==> src/rtl/fetch_pkg.sv <==
// Shared types and constants for the instruction fetch front-end.
// The FSM encodings stay plain logic constants so older tools can consume them.
package fetch_pkg;

    localparam logic [1:0] IDLE  = 2'd0;
    localparam logic [1:0] REQ   = 2'd1;
    localparam logic [1:0] WAIT  = 2'd2;
    localparam logic [1:0] DRAIN = 2'd3;

    localparam logic [31:0]  INST_NOP = 32'h0000_0013;
    localparam int unsigned  PC_STEP  = 4;

endpackage

==> src/rtl/instr_fetch_unit_if.sv <==
// Fetch unit bus bundle: instruction memory port, redirect input and decoder port.
// The master side is the fetch unit; the slave side is memory plus the decoder.
interface instr_fetch_unit_if #(
    parameter int XLEN = 32
);
    logic            imem_req;
    logic [XLEN-1:0] imem_addr;
    logic            imem_ready;
    logic            imem_rvalid;
    logic [XLEN-1:0] imem_rdata;
    logic            redirect_valid;
    logic [XLEN-1:0] redirect_pc;
    logic            inst_valid;
    logic [XLEN-1:0] inst;
    logic [XLEN-1:0] inst_pc;
    logic            inst_ready;

    modport master (
        output imem_req, imem_addr, inst_valid, inst, inst_pc,
        input  imem_ready, imem_rvalid, imem_rdata, redirect_valid, redirect_pc, inst_ready
    );

    modport slave (
        input  imem_req, imem_addr, inst_valid, inst, inst_pc,
        output imem_ready, imem_rvalid, imem_rdata, redirect_valid, redirect_pc, inst_ready
    );
endinterface

==> src/rtl/fetch_fifo.sv <==
// Prefetch FIFO holding {instruction, pc} pairs with a registered head stage.
// A pushed entry reaches the head one edge after it is written.
module fetch_fifo #(
    parameter int DEPTH = 4,
    parameter int WIDTH = 64
) (
    input  logic                   clk,
    input  logic                   rst_n,
    input  logic                   flush,
    input  logic                   push,
    input  logic [WIDTH-1:0]       wdata,
    input  logic                   pop,
    output logic                   head_vld,
    output logic [WIDTH-1:0]       head,
    output logic [$clog2(DEPTH):0] count,
    output logic                   full,
    output logic                   empty
);
    localparam int AW = $clog2(DEPTH);

    logic [WIDTH-1:0] mem_q [DEPTH];
    logic [AW-1:0]    wr_ptr_q, wr_ptr_d;
    logic [AW-1:0]    rd_ptr_q, rd_ptr_d;
    logic [AW:0]      count_q, count_d;
    logic [WIDTH-1:0] head_q, head_d;
    logic             head_vld_q, head_vld_d;
    logic             do_push, do_pop;

    assign do_push = push && !flush;
    assign do_pop  = pop && head_vld_q && !flush;

    // Head is loaded from pre-edge storage but already accounts for this edge's pop,
    // so a popped entry is never shown twice.
    always_comb begin
        wr_ptr_d   = wr_ptr_q + AW'(do_push);
        rd_ptr_d   = rd_ptr_q + AW'(do_pop);
        count_d    = count_q + (AW+1)'(do_push) - (AW+1)'(do_pop);
        head_vld_d = (count_q - (AW+1)'(do_pop)) != '0;
        if (flush) begin
            wr_ptr_d   = '0;
            rd_ptr_d   = '0;
            count_d    = '0;
            head_vld_d = 1'b0;
        end
        head_d = mem_q[rd_ptr_d];
    end

    always_ff @(posedge clk or negedge rst_n) begin
        if (!rst_n) begin
            wr_ptr_q   <= '0;
            rd_ptr_q   <= '0;
            count_q    <= '0;
            head_q     <= '0;
            head_vld_q <= 1'b0;
        end else begin
            wr_ptr_q   <= wr_ptr_d;
            rd_ptr_q   <= rd_ptr_d;
            count_q    <= count_d;
            head_q     <= head_d;
            head_vld_q <= head_vld_d;
        end
    end

    always_ff @(posedge clk) begin
        if (do_push) mem_q[wr_ptr_q] <= wdata;
    end

    assign head_vld = head_vld_q;
    assign head     = head_q;
    assign count    = count_q;
    assign full     = count_q == (AW+1)'(DEPTH);
    assign empty    = count_q == '0;

endmodule

==> src/rtl/instr_fetch_unit.sv <==
// Fetch front-end: owns the fetch PC, keeps one request in flight to instruction
// memory and buffers returned words for the decoder; redirects flush everything.
module instr_fetch_unit
    import fetch_pkg::*;
#(
    parameter int              XLEN     = 32,
    parameter int              DEPTH    = 4,
    parameter logic [XLEN-1:0] RESET_PC = '0
) (
    input  logic               clk,
    input  logic               rst_n,
    instr_fetch_unit_if.master bus
);
    localparam int CW = $clog2(DEPTH) + 1;

    logic [1:0]        state_q, state_d;
    logic [XLEN-1:0]   fetch_pc_q, fetch_pc_d;
    logic [XLEN-1:0]   req_pc_q, req_pc_d;
    logic [CW-1:0]     fifo_count;
    logic              fifo_full, fifo_empty;
    logic              head_vld;
    logic [2*XLEN-1:0] head;
    logic              redirect, outstanding, credit, push, pop;

    assign redirect    = bus.redirect_valid;
    assign outstanding = (state_q == WAIT) || (state_q == DRAIN);
    // Counting the in-flight word against capacity is what makes a push into a full FIFO impossible.
    assign credit      = (fifo_count + CW'(outstanding)) < CW'(DEPTH);
    assign push        = (state_q == WAIT) && bus.imem_rvalid && !redirect;
    assign pop         = bus.inst_ready && head_vld && !redirect;

    always_comb begin
        state_d    = state_q;
        fetch_pc_d = fetch_pc_q;
        req_pc_d   = req_pc_q;
        case (state_q)
            IDLE: if (credit) state_d = REQ;
            REQ: begin
                if (bus.imem_ready) begin
                    fetch_pc_d = fetch_pc_q + XLEN'(PC_STEP);
                    req_pc_d   = fetch_pc_q;
                    state_d    = WAIT;
                end
            end
            WAIT, DRAIN: if (bus.imem_rvalid) state_d = credit ? REQ : IDLE;
            default: state_d = IDLE;
        endcase
        if (redirect) begin
            fetch_pc_d = bus.redirect_pc & ~XLEN'(3);
            // A request still owed a response must have that response drained first.
            if ((state_q == REQ && bus.imem_ready) || (outstanding && !bus.imem_rvalid))
                state_d = DRAIN;
            else
                state_d = REQ;
        end
    end

    always_ff @(posedge clk or negedge rst_n) begin
        if (!rst_n) begin
            state_q    <= IDLE;
            fetch_pc_q <= RESET_PC;
            req_pc_q   <= '0;
        end else begin
            state_q    <= state_d;
            fetch_pc_q <= fetch_pc_d;
            req_pc_q   <= req_pc_d;
        end
    end

    fetch_fifo #(.DEPTH(DEPTH), .WIDTH(2*XLEN)) u_fifo (
        .clk      (clk),
        .rst_n    (rst_n),
        .flush    (redirect),
        .push     (push),
        .wdata    ({bus.imem_rdata, req_pc_q}),
        .pop      (pop),
        .head_vld (head_vld),
        .head     (head),
        .count    (fifo_count),
        .full     (fifo_full),
        .empty    (fifo_empty)
    );

    assign bus.imem_req   = state_q == REQ;
    assign bus.imem_addr  = fetch_pc_q;
    assign bus.inst_valid = head_vld;
    assign bus.inst       = head[2*XLEN-1:XLEN];
    assign bus.inst_pc    = head[XLEN-1:0];

    a_rvalid_expected: assert property (@(posedge clk) disable iff (!rst_n)
        bus.imem_rvalid |-> outstanding);
    a_no_overflow: assert property (@(posedge clk) disable iff (!rst_n)
        push |-> (!fifo_full || pop));
    a_head_backed: assert property (@(posedge clk) disable iff (!rst_n)
        head_vld |-> !fifo_empty);

endmodule

==> src/flat_wrapper.sv <==
// flat-port wrapper written by rule: the top's interface ports become plain ports
module instr_fetch_unit_flat import fetch_pkg::*;
#(
    parameter int              XLEN     = 32,
    parameter int              DEPTH    = 4,
    parameter logic [XLEN-1:0] RESET_PC = '0
)
  (clk, rst_n, bus_imem_req, bus_imem_addr, bus_inst_valid, bus_inst, bus_inst_pc, bus_imem_ready, bus_imem_rvalid, bus_imem_rdata, bus_redirect_valid, bus_redirect_pc, bus_inst_ready);
  instr_fetch_unit_if #(.XLEN(XLEN)) bus_i ();
  input  logic clk;
  input  logic rst_n;
  output wire logic [$bits(bus_i.imem_req)-1:0] bus_imem_req;
  output wire logic [$bits(bus_i.imem_addr)-1:0] bus_imem_addr;
  output wire logic [$bits(bus_i.inst_valid)-1:0] bus_inst_valid;
  output wire logic [$bits(bus_i.inst)-1:0] bus_inst;
  output wire logic [$bits(bus_i.inst_pc)-1:0] bus_inst_pc;
  input wire logic [$bits(bus_i.imem_ready)-1:0] bus_imem_ready;
  input wire logic [$bits(bus_i.imem_rvalid)-1:0] bus_imem_rvalid;
  input wire logic [$bits(bus_i.imem_rdata)-1:0] bus_imem_rdata;
  input wire logic [$bits(bus_i.redirect_valid)-1:0] bus_redirect_valid;
  input wire logic [$bits(bus_i.redirect_pc)-1:0] bus_redirect_pc;
  input wire logic [$bits(bus_i.inst_ready)-1:0] bus_inst_ready;
  assign bus_imem_req = bus_i.imem_req;
  assign bus_imem_addr = bus_i.imem_addr;
  assign bus_inst_valid = bus_i.inst_valid;
  assign bus_inst = bus_i.inst;
  assign bus_inst_pc = bus_i.inst_pc;
  assign bus_i.imem_ready = bus_imem_ready;
  assign bus_i.imem_rvalid = bus_imem_rvalid;
  assign bus_i.imem_rdata = bus_imem_rdata;
  assign bus_i.redirect_valid = bus_redirect_valid;
  assign bus_i.redirect_pc = bus_redirect_pc;
  assign bus_i.inst_ready = bus_inst_ready;
  instr_fetch_unit #(.XLEN(XLEN), .DEPTH(DEPTH), .RESET_PC(RESET_PC)) u_core (.clk(clk), .rst_n(rst_n), .bus(bus_i));
endmodule
==> config.mk <==
export PLATFORM = sky130hd
export DESIGN_NAME = instr_fetch_unit_flat
export DESIGN_NICKNAME = d
export VERILOG_FILES = /design/src/rtl/fetch_pkg.sv /design/src/rtl/instr_fetch_unit_if.sv /design/src/rtl/fetch_fifo.sv /design/src/rtl/instr_fetch_unit.sv /design/src/flat_wrapper.sv
export SDC_FILE = /design/constraint.sdc
export NUM_CORES = 1
export LEC_CHECK = 0
export ABC_AREA = 0
export CAP_MARGIN = 20
export CORE_MARGIN = 2
export CORE_UTILIZATION = 60
export CTS_CLUSTER_DIAMETER = 200
export DETAILED_ROUTE_END_ITERATION = 10
export GPL_TIMING_DRIVEN = 0
export PLACE_DENSITY = 0.85
export SLEW_MARGIN = 20
export SYNTH_ARGS = -nofsm -noshare
export SYNTH_HDL_FRONTEND = slang
export SYNTH_SLANG_ARGS = --single-unit
==> constraint.sdc <==
create_clock -name clk -period 9.7 [get_ports clk]
set_input_delay 2.91 -clock clk [delete_from_list [all_inputs] [get_ports clk]]
set_output_delay 2.91 -clock clk [all_outputs]
set_load 0.005 [all_outputs]
==> results of run 1 <==
==> layout by cell type, fill, tap and decap left out, types with 3 or more instances in the layout <==
cell type | Yosys | layout
and3_1 | 5 | 4
buf_2 | 17 | 17
buf_4 | 10 | 22
buf_6 | 0 | 4
bufinv_16 | 0 | 5
clkbuf_1 | 8 | 15
clkbuf_16 | 0 | 37
clkdlybuf4s50_1 | 0 | 159
clkinv_1 | 0 | 5
clkinv_2 | 0 | 6
conb_1 | 1 | 4
dfrtp_1 | 132 | 132
edfxtp_1 | 248 | 248
ha_1 | 4 | 4
inv_1 | 4 | 4
inv_6 | 0 | 3
mux2_2 | 29 | 29
mux2i_1 | 187 | 187
nand2_1 | 47 | 47
nand3_1 | 10 | 10
nand4_1 | 9 | 9
nor2_1 | 11 | 10
nor2b_1 | 3 | 3
nor3_2 | 2 | 3
o21ai_0 | 15 | 15
o21ai_1 | 18 | 18
xnor2_1 | 9 | 9
xor2_1 | 27 | 27
==> where the power goes <==
part | total [uW] | switching, uW | internal (uW)
Sequential | 2050 | 133 | 1920
Combinational | 342 | 144 | 198
Clock | 1430 | 573 | 853
==> worst register-to-register path, cell delays in order, from the launching register on <==
cell and delay (ns):
dfrtp_1 0.45, nand2_1 0.09, or3_1 0.42, nor3_2 0.62
buf_4 0.32, buf_4 0.21, buf_4 0.20
==> metrics by stage <==
| stage | cells | utilization (%) | hold WS [ns] | instance area, um2 |
|---|---|---|---|---|
| 3_3_place_gp | 1300 | 69.53 | 0.4826 | 16320 |
| 3_5_place_dp | 1320 | 70.62 | 0.5083 | 16580 |
| 2_1_floorplan | 821 | - | 0.4709 | 14320 |
| 4_1_cts | 1386 | 75.79 | 0.5173 | 17790 |
| 5_1_grt | 1386 | 75.79 | 0.5506 | 17790 |
| 6_report | 1388 | 75.81 | 0.5194 | 17790 |
==> registers in the layout, summed over array words and instances (netlist names) <==
register and cells:
u_core.u_fifo.rd_ptr_q 2, u_core.u_fifo.mem_q 248, u_core.state_q 2, u_core.u_fifo.count 3, u_core.u_fifo.head_vld 1, u_core.u_fifo.head 62, u_core.u_fifo.wr_ptr_q 2, u_core.req_pc_q 30
u_core.bus.imem_addr 30
==> final timing paths <==
check,start,end,slack [ns],cells past startpoint
worst max register to register,u_core.state_q[1]$_DFFE_PN0P_,u_core.u_fifo.mem_q[0][34]$_DFFE_PP_,7.07,6
worst max-delay path,bus_imem_rvalid,u_core.u_fifo.mem_q[0][34]$_DFFE_PP_,4.67,7
min in group asynchronous,rst_n,u_core.u_fifo.head[52]$_DFF_PN0_,2.35,1
worst min-delay path,u_core.req_pc_q[25]$_DFFE_PN0P_,u_core.u_fifo.mem_q[2][25]$_DFFE_PP_,0.52,0
worst min register to register,u_core.req_pc_q[25]$_DFFE_PN0P_,u_core.u_fifo.mem_q[2][25]$_DFFE_PP_,0.52,0
max in group asynchronous,rst_n,u_core.req_pc_q[12]$_DFFE_PN0P_,6.56,2
==> area by class of cell <==
class / instances / area (um2)
repair buffers: 180 / 1837
clock inverters: 20 / 232.7
fillers: 1381 / 5678
diodes: 2 / 5.005
inverters: 4 / 15.01
plain buffers: 35 / 190.2
well taps: 319 / 399.1
multi-input cells: 402 / 3386
clock buffers: 46 / 979.7
flip-flops and latches: 380 / 10750
==> per-layer routing <==
layer  vias to the layer above  GRT usage [%]  part of all wire [%]
met5                         -              0                 0.029
met4                         2          6.221                   1.8
met3                        45          4.545                   5.1
met2                       220          39.79                    51
met1                      3836          30.01                    42
li1                       3491              -                     -
==> cells by family (layout without fill, tap and decap cells) <==
family	count (synthesis)	after routing	synth area share [%]
AO/OA/AOI/OAI	35	35	1.242
XOR/XNOR	36	36	2.204
adder cells (fa/ha/maj)	5	5	0.4897
buffers and inverters	39	285	1.434
flip-flops	380	380	75.14
multiplexers	216	216	15.37
other	1	6	0.02621
AND/OR/NAND/NOR	106	106	4.101
==> flow_metrics.tcl, run 1 <==
set metrics [dict create \
    area_growth_pct 24.37 \
    dp_slack_ns 4.166 \
    gp_congestion 0.8214 \
    hold_class "reg2reg" \
    synthCells 818 \
    path_cells "clkdlybuf4s50_1, nand2_1, or3_1, nor3_2, buf_4, buf_4, buf_4" \
    tightest_slew_ns 0.7601 \
    layout.nets 1114 \
    synth_edf_count 248 \
    p_per_area_nw_per_um2 214.6 \
    fp.dieArea_um2 25100 \
    crit_required_ns 9.91 \
    grt_pass1_wl_um 43050 \
    worst_setup_path_start_kind "primary input" \
    htree_levels 2 \
    path_max_fanout 9 \
    cts_tree "done" \
    netlist.area_leader.share_pct 52.05 \
    grt.overflow.total 0 \
    cpPeakStageDelay_ns 0.62 \
    clkSinkCount 380 \
    status "finished, final reports clean" \
    drt_iter0_drc 446 \
    synthArstFlopShare_pct 34.74 \
    grt_pass1_vias 7979 \
    clockRootBuffer "clkbuf_16" \
    ir_worst_vdd_mv 0.1356 \
    cts_resized 0 \
    synthDistinctLibCells 37 \
    critPathSlowestCell "nor3_2" \
    grt_usage_pct 22.96 \
    wl_per_cell_um 19.99 \
    dp_hpwl_um 17780 \
    yosysMostFrequentCell "edfxtp_1" \
    leakagePower_uw 0.006224 \
    postRouteWirelength_um 27740 \
    port_buffers 160 \
    rsz0062_at_grt "no" \
    yosysWarningCount 0 \
    setup_viol 0 \
    yosys.area.top_type "edfxtp_1" \
    firstDrtPassIters 5 \
    path_common_cell "buf_4" \
    die_width_um 158.4 \
    postCtsHoldBufs 0 \
    synth_area_um2 14310 \
    drc 0 \
    numCtsBuffers 36 \
    fmax_mhz 198.7 \
    max_slew_margin_pct 49.05 \
    antenna_found_initial 1 \
    slew_violations 0 \
    yosysSeqAreaShare_pct 75.14 \
    crit_arrival_ns 5.25 \
    cp-end-kind "register" \
    detail-route-antenna-nets 0 \
    final.setup.worst_slack_ns 4.666 \
    hold_viol_final 0 \
    critPathTopFamily "buffers and inverters" \
    yosys-top-cells-area "edfxtp_1, dfrtp_1, mux2i_1" \
    synth_commonest_cells "edfxtp_1, mux2i_1, dfrtp_1" \
    dieHeight_um 158.4 \
    drv_cap 0 \
    power_uw 3818 \
    synth_flop_cell "edfxtp_1" \
    num_rows 56 \
    postCtsSetupRepairBufs 0 \
    clock_latency_ns 0.52 \
    start_util_pct 60.95 \
    fin_tns_setup_ns 0 \
    drive_above_1_share_pct 13.50 \
    vias 7594 \
    avgSynthCellArea_um2 17.49 \
    cts_buffer_depth 3 \
    ios 168 \
    timing.critical_path.buf_inv 4 \
    worstSetupPathType "in2reg" \
    fin_skew_ns 0.02593 \
    grt_max_degree 74 \
    clkTransAtPathRegs_ns 0.06 \
    fin_crit_sh_pct 51.89 \
    ys_ff_latch 380 \
    vias_per_cell 5.471 \
    finalCriticalPeriod_ns 5.034 \
    core_um2 23470 \
]
Power figures use the tool's default switching activity.
==> run 2: changes to the inputs <==
CORE_UTILIZATION = 56   (was 60)
PLACE_DENSITY = 0.8   (was 0.85)
clock period = 4.65 ns   (was 9.7 ns; I/O delays follow)
==> flow_metrics.tcl, run 2 (synthesis gave the netlist of run 1 again) <==
set metrics [dict create \
    setup_viol 0 \
    layout_common_cells "edfxtp_1, mux2i_1, clkdlybuf4s50_1" \
    final_common_cell "edfxtp_1" \
    n_fill_cell 1633 \
    insertedDiodeCount 0 \
    top_layer_used "met4" \
    gp_congestion 0.8252 \
    dieHeight_um 163.8 \
    postRouteWirelength_um 27420 \
    postCtsSetupRepairBufs 0 \
    finalCriticalPeriod_ns 3.448 \
    drt_iter0_drc 424 \
    cts_buffer_depth 3 \
    detail-route-antenna-nets 0 \
    grt_usage_pct 20.96 \
    numCtsBuffers 38 \
    fin_area_um2 17840 \
    ios 168 \
    largest_register_ffs 248 \
    dr_wl_met2_um 13730 \
    start_util_pct 56.98 \
    status "finished, final reports clean" \
    port_buffers 160 \
    clkSinkCount 380 \
    die_width_um 163.8 \
    dp_slack_ns 0.6557 \
    firstDrtPassIters 4 \
    fmax_mhz 290.1 \
    met1_length_um 11740 \
    top_register "u_core.u_fifo.mem_q" \
    tightest_slew_ns 0.6155 \
    hold_class "reg2reg" \
    grt_pass1_vias 7772 \
    wl_per_cell_um 19.67 \
    routed-wl-met3_um 1418 \
    cts_resized 0 \
    drc 0 \
    area_growth_pct 24.69 \
    fp.dieArea_um2 26840 \
    crit_required_ns 4.86 \
    grt_max_degree 72 \
    worstSetupPathType "in2reg" \
    rsz0062_at_grt "no" \
    leakagePower_uw 0.006205 \
    max_slew_margin_pct 58.92 \
    crit_arrival_ns 3.66 \
    path_max_fanout 14 \
    clock_latency_ns 0.51 \
    final.setup.worst_slack_ns 1.202 \
    fin_tns_setup_ns 0 \
    core_um2 25110 \
    clkTransAtPathRegs_ns 0.06 \
    slew_violations 0 \
    drv_cap 0 \
    num_rows 58 \
    grt_pass1_wl_um 42380 \
    vias 7464 \
    hold_viol_final 0 \
    cp-end-kind "register" \
    power_uw 7888 \
    fin_skew_ns 0.01900 \
    fin_crit_sh_pct 74.14 \
    fin_util_pct 71.05 \
    postCtsHoldBufs 0 \
    dp_hpwl_um 17610 \
    p_per_area_nw_per_um2 442.1 \
    cts_tree "done" \
    clockRootBuffer "clkbuf_16" \
    worst_setup_path_start_kind "primary input" \
    antenna_found_initial 0 \
    ir_worst_vdd_mv 0.2445 \
    dpl_cell_area_um2 16640 \
    grt.overflow.total 0 \
    htree_levels 2 \
    vias_per_cell 5.354 \
    layout.nets 1111 \
    drive_above_1_share_pct 12.78 \
]
[run 2: cell count changes in the layout (fill, tap and decap cells not counted), sizes merged]
cell,change
buf,-5
bufinv,-3
clkbuf,+14
clkinv,-6
clkinvlp,-1
diode,-2
inv,-2
[run 2: routing by layer]
metal  GRT usage, %  up-vias
met3          2.828       44
met1          28.17     3717
met4          6.858        0
li1               -     3474
met5              0        -
met2          35.77      229
[run 2: layout make-up]
type | count | area (um2) | area share (%)
clock inverters | 8 | 92.59 | 0.5190
clock buffers | 60 | 1105 | 6.193
plain buffers | 35 | 190.2 | 1.066
well taps | 330 | 412.9 | 2.314
multi-input cells | 402 | 3398 | 19.05
repair buffers | 175 | 1876 | 10.51
flip-flops and latches | 380 | 10750 | 60.26
inverters | 4 | 15.01 | 0.08416
[run 2: critical path, stage by stage]
cell	delay, ns
clkdlybuf4s50_1	0.49
nand2_1	0.07
or3_1	0.45
nor3b_4	0.57
buf_6	0.28
buf_6	0.21
buf_8	0.17
[run 2: worst paths after layout]
kind	start	end	slack, ns	cells past startpoint
setup reg to reg	u_core.state_q[1]$_DFFE_PN0P_	u_core.u_fifo.mem_q[2][36]$_DFFE_PP_	2.12	6
hold / removal	u_core.req_pc_q[24]$_DFFE_PN0P_	u_core.u_fifo.mem_q[0][24]$_DFFE_PP_	0.51	0
setup / recovery	bus_imem_rvalid	u_core.u_fifo.mem_q[2][36]$_DFFE_PP_	1.20	7
max in group asynchronous	rst_n	u_core.bus.imem_addr[29]$_DFFE_PN0P_	3.06	2
min in group asynchronous	rst_n	u_core.u_fifo.head[51]$_DFF_PN0_	0.85	1
hold reg to reg	u_core.req_pc_q[24]$_DFFE_PN0P_	u_core.u_fifo.mem_q[0][24]$_DFFE_PP_	0.51	0
[run 2: stage by stage]
| step | instances | hold slack (ns) |
|---|---|---|
| 3_3_place_gp | 1311 | 0.4826 |
| 4_1_cts | 1394 | 0.5169 |
| 3_5_place_dp | 1326 | 0.4990 |
| 6_report | 1394 | 0.5083 |
| 2_1_floorplan | 821 | 0.4709 |
| 5_1_grt | 1394 | 0.5364 |
[run 2: where the power goes]
part	internal (uW)	switching, uW	total [uW]
sequential	4000	267	4270
combinational	415	295	710
clock	1740	1170	2910
total	6160	1730	7890
==> run 3: changes to the inputs <==
CORE_UTILIZATION = 50   (was 56)
PLACE_DENSITY = 0.75   (was 0.8)
clock period = 2.9 ns   (was 4.65 ns; I/O delays follow)
==> flow_metrics.tcl, run 3 (synthesis gave the netlist of run 1 again) <==
set metrics [dict create \
    status "finished, final reports clean" \
    dp_hpwl_um 17960 \
    worst_hold_slack_ns 0.3210 \
    p_int_uw 10150 \
    cts_resized 0 \
    postCtsHoldBufs 0 \
    setup_viol 0 \
    grt.overflow.total 0 \
    start_util_pct 51.08 \
    grt_max_degree 72 \
    p_seq_share_pct 52.5 \
    crit_required_ns 3.13 \
    clkTransAtPathRegs_ns 0.06 \
    r2r-start "u_core.state_q[1]$_DFFE_PN0P_" \
    tightest_slew_ns 0.8027 \
    detail-route-antenna-nets 0 \
    gp_congestion 0.7785 \
    insertedDiodeCount 0 \
    layout_common_cells "edfxtp_1, mux2i_1, clkdlybuf4s50_1" \
    finalCriticalPeriod_ns 2.754 \
    dieHeight_um 173.2 \
    drv_cap 0 \
    postCtsSetupRepairBufs 0 \
    drc 0 \
    max_slew_margin_pct 46.43 \
    fin_util_pct 64.52 \
    grt_pass1_wl_um 43760 \
    hold_viol_final 0 \
    area_growth_pct 26.32 \
    rsz0062_at_grt "no" \
    power_frac_clock_pct 38.6 \
    vias 7524 \
    leakagePower_uw 0.006285 \
    die_width_um 173.2 \
    drt_iter0_drc 495 \
    postRouteWirelength_um 28060 \
    numCtsBuffers 38 \
    clock_latency_ns 0.52 \
    fin_crit_sh_pct 94.98 \
    worstSetupStartpoint "bus_imem_rvalid" \
    worstSetupPathType "in2reg" \
    cp-end-kind "register" \
    path_max_fanout 12 \
    ir_worst_vdd_mv 0.4063 \
    largest_register_ffs 248 \
    grt_usage_pct 18.86 \
    num_rows 61 \
    fin_tns_setup_ns 0 \
    clockRootBuffer "clkbuf_16" \
    ios 168 \
    p_sw_share_pct 21.86 \
    fmax_mhz 363.1 \
    worst_setup_path_start_kind "primary input" \
    final_common_cell "edfxtp_1" \
    fp.dieArea_um2 29980 \
    fin_skew_ns 0.01297 \
    power_frac_comb_pct 8.9 \
    core_um2 28010 \
    p_per_area_nw_per_um2 719.0 \
    p_switching_uw 2841 \
    slew_violations 0 \
    hold_class "in2async" \
    clkSinkCount 380 \
    wl_per_cell_um 19.40 \
    htree_levels 2 \
    antenna_found_initial 0 \
    grt_pass1_vias 7889 \
    fin_area_um2 18070 \
    port_buffers 160 \
    vias_per_cell 5.203 \
    layout.nets 1113 \
    top_register "u_core.u_fifo.mem_q" \
    crit_arrival_ns 2.98 \
    dpl_cell_area_um2 16740 \
    cts_tree "done" \
    fin_cells 1446 \
    dp_cells 1374 \
    drive_above_1_share_pct 14.04 \
    firstDrtPassIters 5 \
    cts_buffer_depth 3 \
]
[run 3: area by class of cell]
| cell class | instances | area (um2) |
|---|---|---|
| flip-flops and latches | 380 | 10750 |
| clock buffers | 45 | 1061 |
| multi-input cells | 402 | 3403 |
| inverters | 4 | 15.01 |
| clock inverters | 25 | 255.2 |
| well taps | 378 | 473.0 |
| fillers | 1996 | 9937 |
| repair buffers | 177 | 1904 |
| plain buffers | 35 | 211.5 |
[run 3: metal layers]
metal  part of all wire [%]  GRT usage (%)  up-vias
met5                      0              0        -
met4                    1.7          5.226        0
met3                    5.4          3.452       41
met2                     49          31.67      229
met1                     44          25.47     3765
li1                       -              -     3489
[run 3: through the flow]
stage | total power, uW | setup WS (ns)
final | 12990 | 0.1457
after global routing | 13470 | 0.1116
after CTS | 13110 | 0.02838
after detailed placement | 8081 | -0.5144
after global placement | 8009 | -4.835
after floorplan | 7369 | -0.5530
[run 3: power groups by stage]
| stage | clock (uW) | combinational (uW) | sequential, uW |
|---|---|---|---|
| 2_1_floorplan | 0 | 568 | 6800 |
| 3_3_place_gp | 0 | 1120 | 6890 |
| 4_1_cts | 5120 | 1180 | 6810 |
| 6_report | 5010 | 1160 | 6820 |
| 5_1_grt | 5340 | 1260 | 6870 |
| 3_5_place_dp | 0 | 1170 | 6910 |
[run 3: path summary, 6_finish.rpt]
check | cells after the start | slack [ns] | to
setup / recovery | 6 | 0.15 | u_core.u_fifo.mem_q[2][41]$_DFFE_PP_
hold / removal | 1 | 0.32 | u_core.u_fifo.head[53]$_DFF_PN0_
setup reg to reg | 5 | 0.51 | u_core.u_fifo.mem_q[2][41]$_DFFE_PP_
hold reg to reg | 0 | 0.51 | u_core.u_fifo.mem_q[0][15]$_DFFE_PP_
max in group asynchronous | 2 | 1.82 | u_core.bus.imem_addr[6]$_DFFE_PN0P_
min in group clk | 0 | 0.51 | u_core.u_fifo.mem_q[0][15]$_DFFE_PP_
[run 3: critical path: stages]
cell	delay [ns]
clkdlybuf4s50_1	0.47
nand2_1	0.07
or3_4	0.44
nor3b_4	0.70
buf_8	0.25
buf_6	0.17
